$ cat src/rtl/serial_adder_unit_pkg.sv
// Shared constants for the bit-serial arithmetic units: FSM state encodings
// and the add/subtract opcode values, reused by the iterative multiply/divide units.
package serial_adder_unit_pkg;

  typedef enum logic [1:0] {
    StIdle = 2'd0,
    StRun  = 2'd1,
    StDone = 2'd2
  } state_e;

  localparam logic OpAdd = 1'b0;
  localparam logic OpSub = 1'b1;

  // Bit-counter width able to hold the values 0..width.
  function automatic int unsigned count_width(input int unsigned width);
    return $clog2(width + 1);
  endfunction

endpackage

$ cat src/rtl/serial_adder_unit_full_adder.sv
// Single-bit full adder cell: one evaluation per clock in the serial adder.
module serial_adder_unit_full_adder (
  input  logic a_i,
  input  logic b_i,
  input  logic c_i,
  output logic sum_o,
  output logic carry_o
);

  logic half_sum;

  // Sum and carry of three single-bit inputs.
  always_comb begin
    half_sum = a_i ^ b_i;
    sum_o    = half_sum ^ c_i;
    carry_o  = (a_i & b_i) | (c_i & half_sum);
  end

endmodule

$ cat src/rtl/serial_adder_unit.sv
// Bit-serial adder/subtractor. Operands are processed LSB first, one bit per
// clock through a single full adder, with the carry held in a flop between bits.
// Subtraction is A + ~B + 1: B is inverted on acceptance and the carry seeded with 1.
module serial_adder_unit
  import serial_adder_unit_pkg::*;
#(
  parameter int unsigned Width = 32
) (
  input  logic             clk_i,
  input  logic             reset_i,
  input  logic             in_valid_i,
  output logic             in_ready_o,
  input  logic [Width-1:0] a_i,
  input  logic [Width-1:0] b_i,
  input  logic             sub_i,
  output logic             out_valid_o,
  input  logic             out_ready_i,
  output logic [Width-1:0] result_o,
  output logic             carry_out_o,
  output logic             overflow_o
);

  localparam int unsigned CountW = count_width(Width);

  state_e              state_q, state_d;
  logic [Width-1:0]    a_sh_q, a_sh_d;
  logic [Width-1:0]    b_sh_q, b_sh_d;
  logic [Width-1:0]    result_q, result_d;
  logic [CountW-1:0]   cnt_q, cnt_d;
  logic                carry_q, carry_d;
  logic                carry_out_q, carry_out_d;
  logic                overflow_q, overflow_d;

  logic                fa_sum;
  logic                fa_carry;

  serial_adder_unit_full_adder u_full_adder (
    .a_i     (a_sh_q[0]),
    .b_i     (b_sh_q[0]),
    .c_i     (carry_q),
    .sum_o   (fa_sum),
    .carry_o (fa_carry)
  );

  // Next-state logic: accept in IDLE, shift one bit per cycle in RUN, hold in DONE.
  always_comb begin
    state_d     = state_q;
    a_sh_d      = a_sh_q;
    b_sh_d      = b_sh_q;
    result_d    = result_q;
    cnt_d       = cnt_q;
    carry_d     = carry_q;
    carry_out_d = carry_out_q;
    overflow_d  = overflow_q;

    unique case (state_q)
      StIdle: begin
        if (in_valid_i) begin
          a_sh_d   = a_i;
          b_sh_d   = (sub_i == OpSub) ? ~b_i : b_i;
          carry_d  = (sub_i == OpSub);
          cnt_d    = '0;
          result_d = '0;
          state_d  = StRun;
        end
      end
      StRun: begin
        a_sh_d   = a_sh_q >> 1;
        b_sh_d   = b_sh_q >> 1;
        // Sum bits enter at the MSB so that after Width shifts bit 0 sits at the LSB.
        result_d = result_q >> 1;
        result_d[Width-1] = fa_sum;
        carry_d  = fa_carry;
        cnt_d    = cnt_q + CountW'(1);
        if (cnt_q == CountW'(Width - 1)) begin
          carry_out_d = fa_carry;
          // carry_q is the carry into the MSB at this point.
          overflow_d  = carry_q ^ fa_carry;
          state_d     = StDone;
        end
      end
      StDone: begin
        if (out_ready_i) begin
          state_d = StIdle;
        end
      end
      default: begin
        state_d = StIdle;
      end
    endcase
  end

  // State registers with synchronous reset taking priority over everything.
  always_ff @(posedge clk_i) begin
    if (reset_i) begin
      state_q     <= StIdle;
      a_sh_q      <= '0;
      b_sh_q      <= '0;
      result_q    <= '0;
      cnt_q       <= '0;
      carry_q     <= 1'b0;
      carry_out_q <= 1'b0;
      overflow_q  <= 1'b0;
    end else begin
      state_q     <= state_d;
      a_sh_q      <= a_sh_d;
      b_sh_q      <= b_sh_d;
      result_q    <= result_d;
      cnt_q       <= cnt_d;
      carry_q     <= carry_d;
      carry_out_q <= carry_out_d;
      overflow_q  <= overflow_d;
    end
  end

  // Handshake flags decoded from state; data outputs straight from registers.
  always_comb begin
    in_ready_o  = (state_q == StIdle);
    out_valid_o = (state_q == StDone);
    result_o    = result_q;
    carry_out_o = carry_out_q;
    overflow_o  = overflow_q;
  end

endmodule

$ cat config.mk
export PLATFORM = sky130hd
export DESIGN_NAME = serial_adder_unit
export DESIGN_NICKNAME = d
export VERILOG_FILES = /design/src/rtl/serial_adder_unit_pkg.sv /design/src/rtl/serial_adder_unit_full_adder.sv /design/src/rtl/serial_adder_unit.sv
export SDC_FILE = /design/constraint.sdc
export NUM_CORES = 1
export LEC_CHECK = 0
export ABC_AREA = 1
export ABC_CLOCK_PERIOD_IN_PS = 1400
export CORE_MARGIN = 10
export CORE_UTILIZATION = 49
export CTS_CLUSTER_DIAMETER = 30
export DETAILED_ROUTE_END_ITERATION = 12
export HOLD_SLACK_MARGIN = 0.06
export PLACE_DENSITY = 0.76
export SETUP_SLACK_MARGIN = 0.5
export SLEW_MARGIN = 30
export SYNTH_ARGS = -nofsm -noshare
export SYNTH_HDL_FRONTEND = slang
export SYNTH_SLANG_ARGS = --single-unit
$ cat constraint.sdc
create_clock -name clk_i -period 1.4 [get_ports clk_i]
set_input_delay 0.21 -clock clk_i [delete_from_list [all_inputs] [get_ports clk_i]]
set_output_delay 0.21 -clock clk_i [all_outputs]
set_load 0.005 [all_outputs]
Yosys cells after proc, flatten, opt, wreduce, memory -nomap -nowiden

Cells that the tools add are included.

Input bits: 69
Logic and storage cells: 42
Register bits after elaboration: 107

Equality and inequality tests: 6
Bitwise gates (word level): 7
Reductions and logical operators: 5
Add/subtract/negate cells: 1
Muxes and demuxes: 15

Operator list:

| kind                                                             | count |
|---|---|
| 32-bit one-hot mux with 2 select lines                           | 3 |
| 32-bit two-way mux                                               | 4 |
| 32-bit inverter                                                  | 1 |
| 6-bit one-hot mux with 2 select lines                            | 1 |
| 6-bit by 1-bit adder with 6-bit output (second input constant)   | 1 |
| 6-bit by 5-bit == test with 1-bit output (second input constant) | 1 |
| 2-bit two-way mux                                                | 3 |
| 6-bit two-way mux                                                | 1 |
| 2-bit one-hot mux with 3 select lines                            | 1 |
| 2-bit != test (second input constant)                            | 2 |
| 2-bit AND reduction                                              | 2 |
| 3-bit AND reduction                                              | 1 |
| 1-bit bitwise XOR                                                | 3 |
| 1-bit bitwise AND                                                | 2 |
| 2-bit by 1-bit == test with 1-bit output (second input constant) | 1 |
| 2-bit == test (second input constant)                            | 1 |
| 2-bit logical NOT                                                | 1 |
| 2-bit by 1-bit != test with 1-bit output (second input constant) | 1 |
| 1-bit one-hot mux with 2 select lines                            | 1 |
| 2-bit nonzero test                                               | 1 |
| 1-bit two-way mux                                                | 1 |
| 1-bit OR                                                         | 1 |

Logic depth before layout (Yosys ltp)

Word-level depth: 4
Mapped depth: 9

Cells and area by module

From an unflattened synthesis, not the netlist that was laid out.

Cells, all modules: 869
Area, all modules: 5331.4 µm²

Modules (own cells, without submodules):

| module                       | seq. area each (µm²) | area each (µm²) | instances | cells each |
|---|---|---|---|---|
| serial_adder_unit            | 2142.1               | 5311.3          | 1         | 868 |
| serial_adder_unit_full_adder | 0.0                  | 20.0            | 1         | 1 |

Worst setup path after synthesis

No wires, ideal clock.

Path type: flip-flop to flip-flop
Start point: reg carry_q
End point: reg result_q[31], in the netlist result_o[31]
Stages on the path, launching flop included: 5
Library setup time: 0.070 ns
Required time: 1.330 ns
Path buffers: 0
Period minus slack after synthesis: 1.281 ns
Data arrival time: 1.211 ns
Path slack: 0.119 ns
Cells stage by stage: dfxtp_1 -> inv_1 -> fa_1 -> or2_2 -> a21oi_1

Word-level cells in the longest chain between the ends: 2

RTL lines:

| item                                   | RTL line                           | source |
|---|---|---|
| start: declaration                     | serial_adder_unit.sv:30            | `logic carry_q, carry_d;` |
| start signal: assignment               | serial_adder_unit.sv:110           | `carry_q <= carry_d;` |
| 1-bit bitwise XOR                      | serial_adder_unit_full_adder.sv:15 | `sum_o = half_sum ^ c_i;` |
| 32-bit one-hot mux with 2 select lines | serial_adder_unit.sv:56            | `unique case (state_q)` |
| end signal: assignment                 | serial_adder_unit.sv:108           | `result_q <= result_d;` |
| end: declaration                       | serial_adder_unit.sv:28            | `logic [Width-1:0] result_q, result_d;` |

Every way passes these cells.
A chain may end at the register's enable or synchronous reset.

Worst setup path after layout

Start point: reg state_q[1]
End point: reg b_sh_q[4]

Word-level cells in the longest chain between the ends: 3
Elaborated cells between the ends (all ways): 6

RTL lines:

| item                                                                          | RTL line                 | source |
|---|---|---|
| start: declaration                                                            | serial_adder_unit.sv:25  | `state_e state_q, state_d;` |
| start signal: assignment                                                      | serial_adder_unit.sv:96  | `state_q <= StIdle;` |
| start signal: assignment                                                      | serial_adder_unit.sv:105 | `state_q <= state_d;` |
| 2-bit by 1-bit == test with 1-bit output or 2-bit logical NOT (tied branches) | serial_adder_unit.sv:56  |  |
| 2-bit nonzero test (no line) or 2-bit != test (tied branches)                 | n/a                      |  |
| 2-bit AND reduction (no line)                                                 | n/a                      |  |
| end signal: assignment                                                        | serial_adder_unit.sv:107 | `b_sh_q <= b_sh_d;` |
| end: declaration                                                              | serial_adder_unit.sv:27  | `logic [Width-1:0] b_sh_q, b_sh_d;` |

Parallel ways exist; a longest one is shown, timed or not.

==> flow_metrics.env <==
export IMPL_fin_area_sq_um=7760
export IMPL_violations="setup timing"
export IMPL_seqPwrFrac=0.501
export IMPL_ir_drop_mv=0.523
export IMPL_worstSetupPathType="reg -> reg"
export IMPL_via_count=5723
export IMPL_worst_path_buf_inv=5
export IMPL_slew_headroom=0.728
export IMPL_grt_util_met2=0.308
export IMPL_switching_power_w=0.00189
export IMPL_syn_area_sq_um=5380
export IMPL_grt_pass1_vias=5241
export IMPL_diodes=0
export IMPL_dpl_hpwl_um=9060
export IMPL_clkSinkCount=107
export IMPL_drtPass1Iterations=5
export IMPL_cts_tree="built"
export IMPL_area_growth_pct=44.2
export IMPL_dpl_cell_area_sq_um=6750
export IMPL_end_kind="register"
export IMPL_slowest_stage="dfxtp_4"
export IMPL_cap_violations=0
export IMPL_max_clock_freq_mhz=713
export IMPL_cp_depth=9
export IMPL_postLayoutCoreUtil=0.719
export IMPL_rsz0062_at_grt="true"
export IMPL_leakage_nw=3.81
export IMPL_final_common_cell="nand2_1"
export IMPL_tightestPinTransition_ns=0.408
export IMPL_drive_gt1_frac=0.225
export IMPL_finalWorstSetupSlack_ns=-0.00193
export IMPL_clk_latency_ns=0.38
export IMPL_setup_worst_path_start_class="register"
export IMPL_r2r_slack_ns=-0.002
export IMPL_critPathMaxFanout=7
export IMPL_syn_nets=951
export IMPL_outcome="finished, violations left"
export IMPL_clk_pin_slew_ns=0.11
export IMPL_syn_inst=880
export IMPL_hold_viol_final=0
export IMPL_root_buffer="clkbuf_8"
export IMPL_globalplace_congestion=0.809
export IMPL_wl_per_cell_um=13.2
export IMPL_max_stage_delay_ns=0.37
export IMPL_vias_per_cell=4.91
export IMPL_syn_area_per_cell_sq_um=6.12
export IMPL_fin_skew_ns=0.0170
export IMPL_ys_warnings_count=0
export IMPL_min_from="reset_i"
export IMPL_htreeDepth=3
export IMPL_netlist_cell_type_count=20
export IMPL_hold_path_class="in -> reg"
export IMPL_die_area_sq_um=15600
export IMPL_critPathTopFamily="buffers and inverters"
export IMPL_dr_first_iter_drc_count=378
export IMPL_grtUsageMet1=0.227
export IMPL_start_util=0.499
export IMPL_grt_pass1_wl_um=24500
export IMPL_p_comb_frac=0.213
export IMPL_grt_start_max_net_pins=39
export IMPL_core_area_sq_um=10800
export IMPL_routed_wl_um=15400
export IMPL_power_share_clock=0.286
export IMPL_ios=105
export IMPL_post_route_drc_count=0
export IMPL_track_usage=0.181
export IMPL_worstPathRequired_ns=1.73
export IMPL_rr_endpoint="b_sh_q[4]"
export IMPL_drv_slew=0
export IMPL_cts_made_buffers=9
export IMPL_nets=1092
export IMPL_gr_total_overflow=0
export IMPL_switching_share=0.292
export IMPL_ant_nets=0
export IMPL_path_cells="buf_6, buf_6, nor2_4, buf_12, buf_4, nand2_1, nand3_1, nand2_1, inv_1"
export IMPL_reg2reg_depth=9
export IMPL_startpoint="state_q[1]"
export IMPL_powerDensity_nw_per_um2=837
export IMPL_r2r_start="state_q[1]"
export IMPL_busiest_layer="met2"
export IMPL_internal_power_w=0.00460
export IMPL_setup_viol_count_final=1
export IMPL_period_needed_ns=1.40
export IMPL_final_period_utilization=1.00
export IMPL_yosys_register_bits=107
export IMPL_crit_end="b_sh_q[4]"
export IMPL_cts_buffer_depth=2
export IMPL_worstPathArrival_ns=1.73
export IMPL_numPortBuffers=104
export IMPL_ys_seq_area_frac=0.398
export IMPL_antenna_found_initial=0
export IMPL_grt_use_met3=0.0289
export IMPL_mostFrequentLayoutCells="nand2_1, nand3_1, inv_1"
export IMPL_die_h_um=125
export IMPL_n_fill_cell=875
export IMPL_num_rows=38
export IMPL_die_x_um=125
## synthesized netlist by cell type
master | number | area (sq um)
nand2_1 | 308 | 1160
nand3_1 | 137 | 686
inv_1 | 110 | 413
dfxtp_1 | 107 | 2140
nor2_1 | 104 | 390
a21oi_1 | 41 | 205
buf_2 | 32 | 160
clkbuf_1 | 13 | 48.8
buf_1 | 7 | 26.3
buf_4 | 5 | 37.5
o21ai_0 | 4 | 20.0
inv_2 | 2 | 7.51
nand2_2 | 2 | 12.5
nor2_2 | 2 | 12.5
fa_1 | 1 | 20.0
ha_1 | 1 | 12.5
nand4_1 | 1 | 6.26
nor2_4 | 1 | 11.3
or2_2 | 1 | 6.26
xor2_1 | 1 | 8.76
## routing by layer
metal	vias up	share of wire
met2	157	0.49
met4	0	0.017
met3	22	0.046
met1	2587	0.45
li1	2957	-
met5	-	0
## flip-flops by register name, indices dropped and copies added, names as in the netlist
signal,flops
carry_out_o,1
state_q,2
carry_q,1
result_o,32
a_sh_q,32
cnt_q,6
overflow_o,1
b_sh_q,32
## worst min-delay path by stage
stage	cells after the start	to
floorplan	2	a_sh_q[31]
global placement	2	a_sh_q[0]
detailed placement	2	a_sh_q[14]
CTS	2	a_sh_q[0]
global route	2	a_sh_q[14]
finish	2	a_sh_q[14]
## cells by family (layout without fill, tap and decap cells)
| family | after synthesis | in the layout | synth area share |
|---|---|---|---|
| AND/OR/NAND/NOR | 556 | 556 | 0.424 |
| flip-flops | 107 | 107 | 0.398 |
| AO/OA/AOI/OAI | 45 | 45 | 0.0418 |
| adder cells (fa/ha/maj) | 2 | 2 | 0.00604 |
| XOR/XNOR | 1 | 1 | 0.00163 |
| buffers and inverters | 169 | 315 | 0.129 |
## power groups by stage
| stage | registers (W) | logic (W) | clock network, W |
|---|---|---|---|
| 2_1_floorplan | 0.00330 | 0.000785 | 0 |
| 3_3_place_gp | 0.00331 | 0.00115 | 0 |
| 3_5_place_dp | 0.00332 | 0.00116 | 0 |
| 4_1_cts | 0.00325 | 0.00130 | 0.00188 |
| 5_1_grt | 0.00327 | 0.00153 | 0.00199 |
| 6_report | 0.00326 | 0.00138 | 0.00186 |
## through the flow
| stage | setup slack [ns] | total power (W) | TNS [ns] | hold WS, ns | cells |
|---|---|---|---|---|---|
| after global placement | -0.108 | 0.00446 | -6.63 | 0.461 | 1097 |
| after CTS | 0.0190 | 0.00643 | 0 | 0.0583 | 1155 |
| after floorplan | 0.206 | 0.00409 | 0 | 0.353 | 880 |
| after global routing | -0.0971 | 0.00679 | -2.12 | 0.0779 | 1166 |
| final | -0.00193 | 0.00650 | -0.00193 | 0.0775 | 1166 |
| after detailed placement | -0.156 | 0.00447 | -9.25 | 0.462 | 1097 |
## layout make-up
class,instances,area [sq um],share of cell area
Clock buffer,12,155,0.0200
Clock inverter,4,33.8,0.00435
Inverter,112,425,0.0548
Multi-Input combinational cell,604,2760,0.356
Sequential cell,107,2190,0.283
Tap cell,140,175,0.0226
Timing Repair Buffer,187,2010,0.260
## repair_timing
| item | 4_1_cts | 5_1_grt |
|---|---|---|
| buffers inserted | 38 | 9 |
| pin swaps | 30 | 13 |
| endpoints found under the setup margin | 143 | 143 |
| endpoints found under the hold margin | 2 | 0 |
| resized for setup | 237 | 49 |
| gates cloned | 4 | 2 |
No activity file was read; power rests on OpenSTA's default activity.
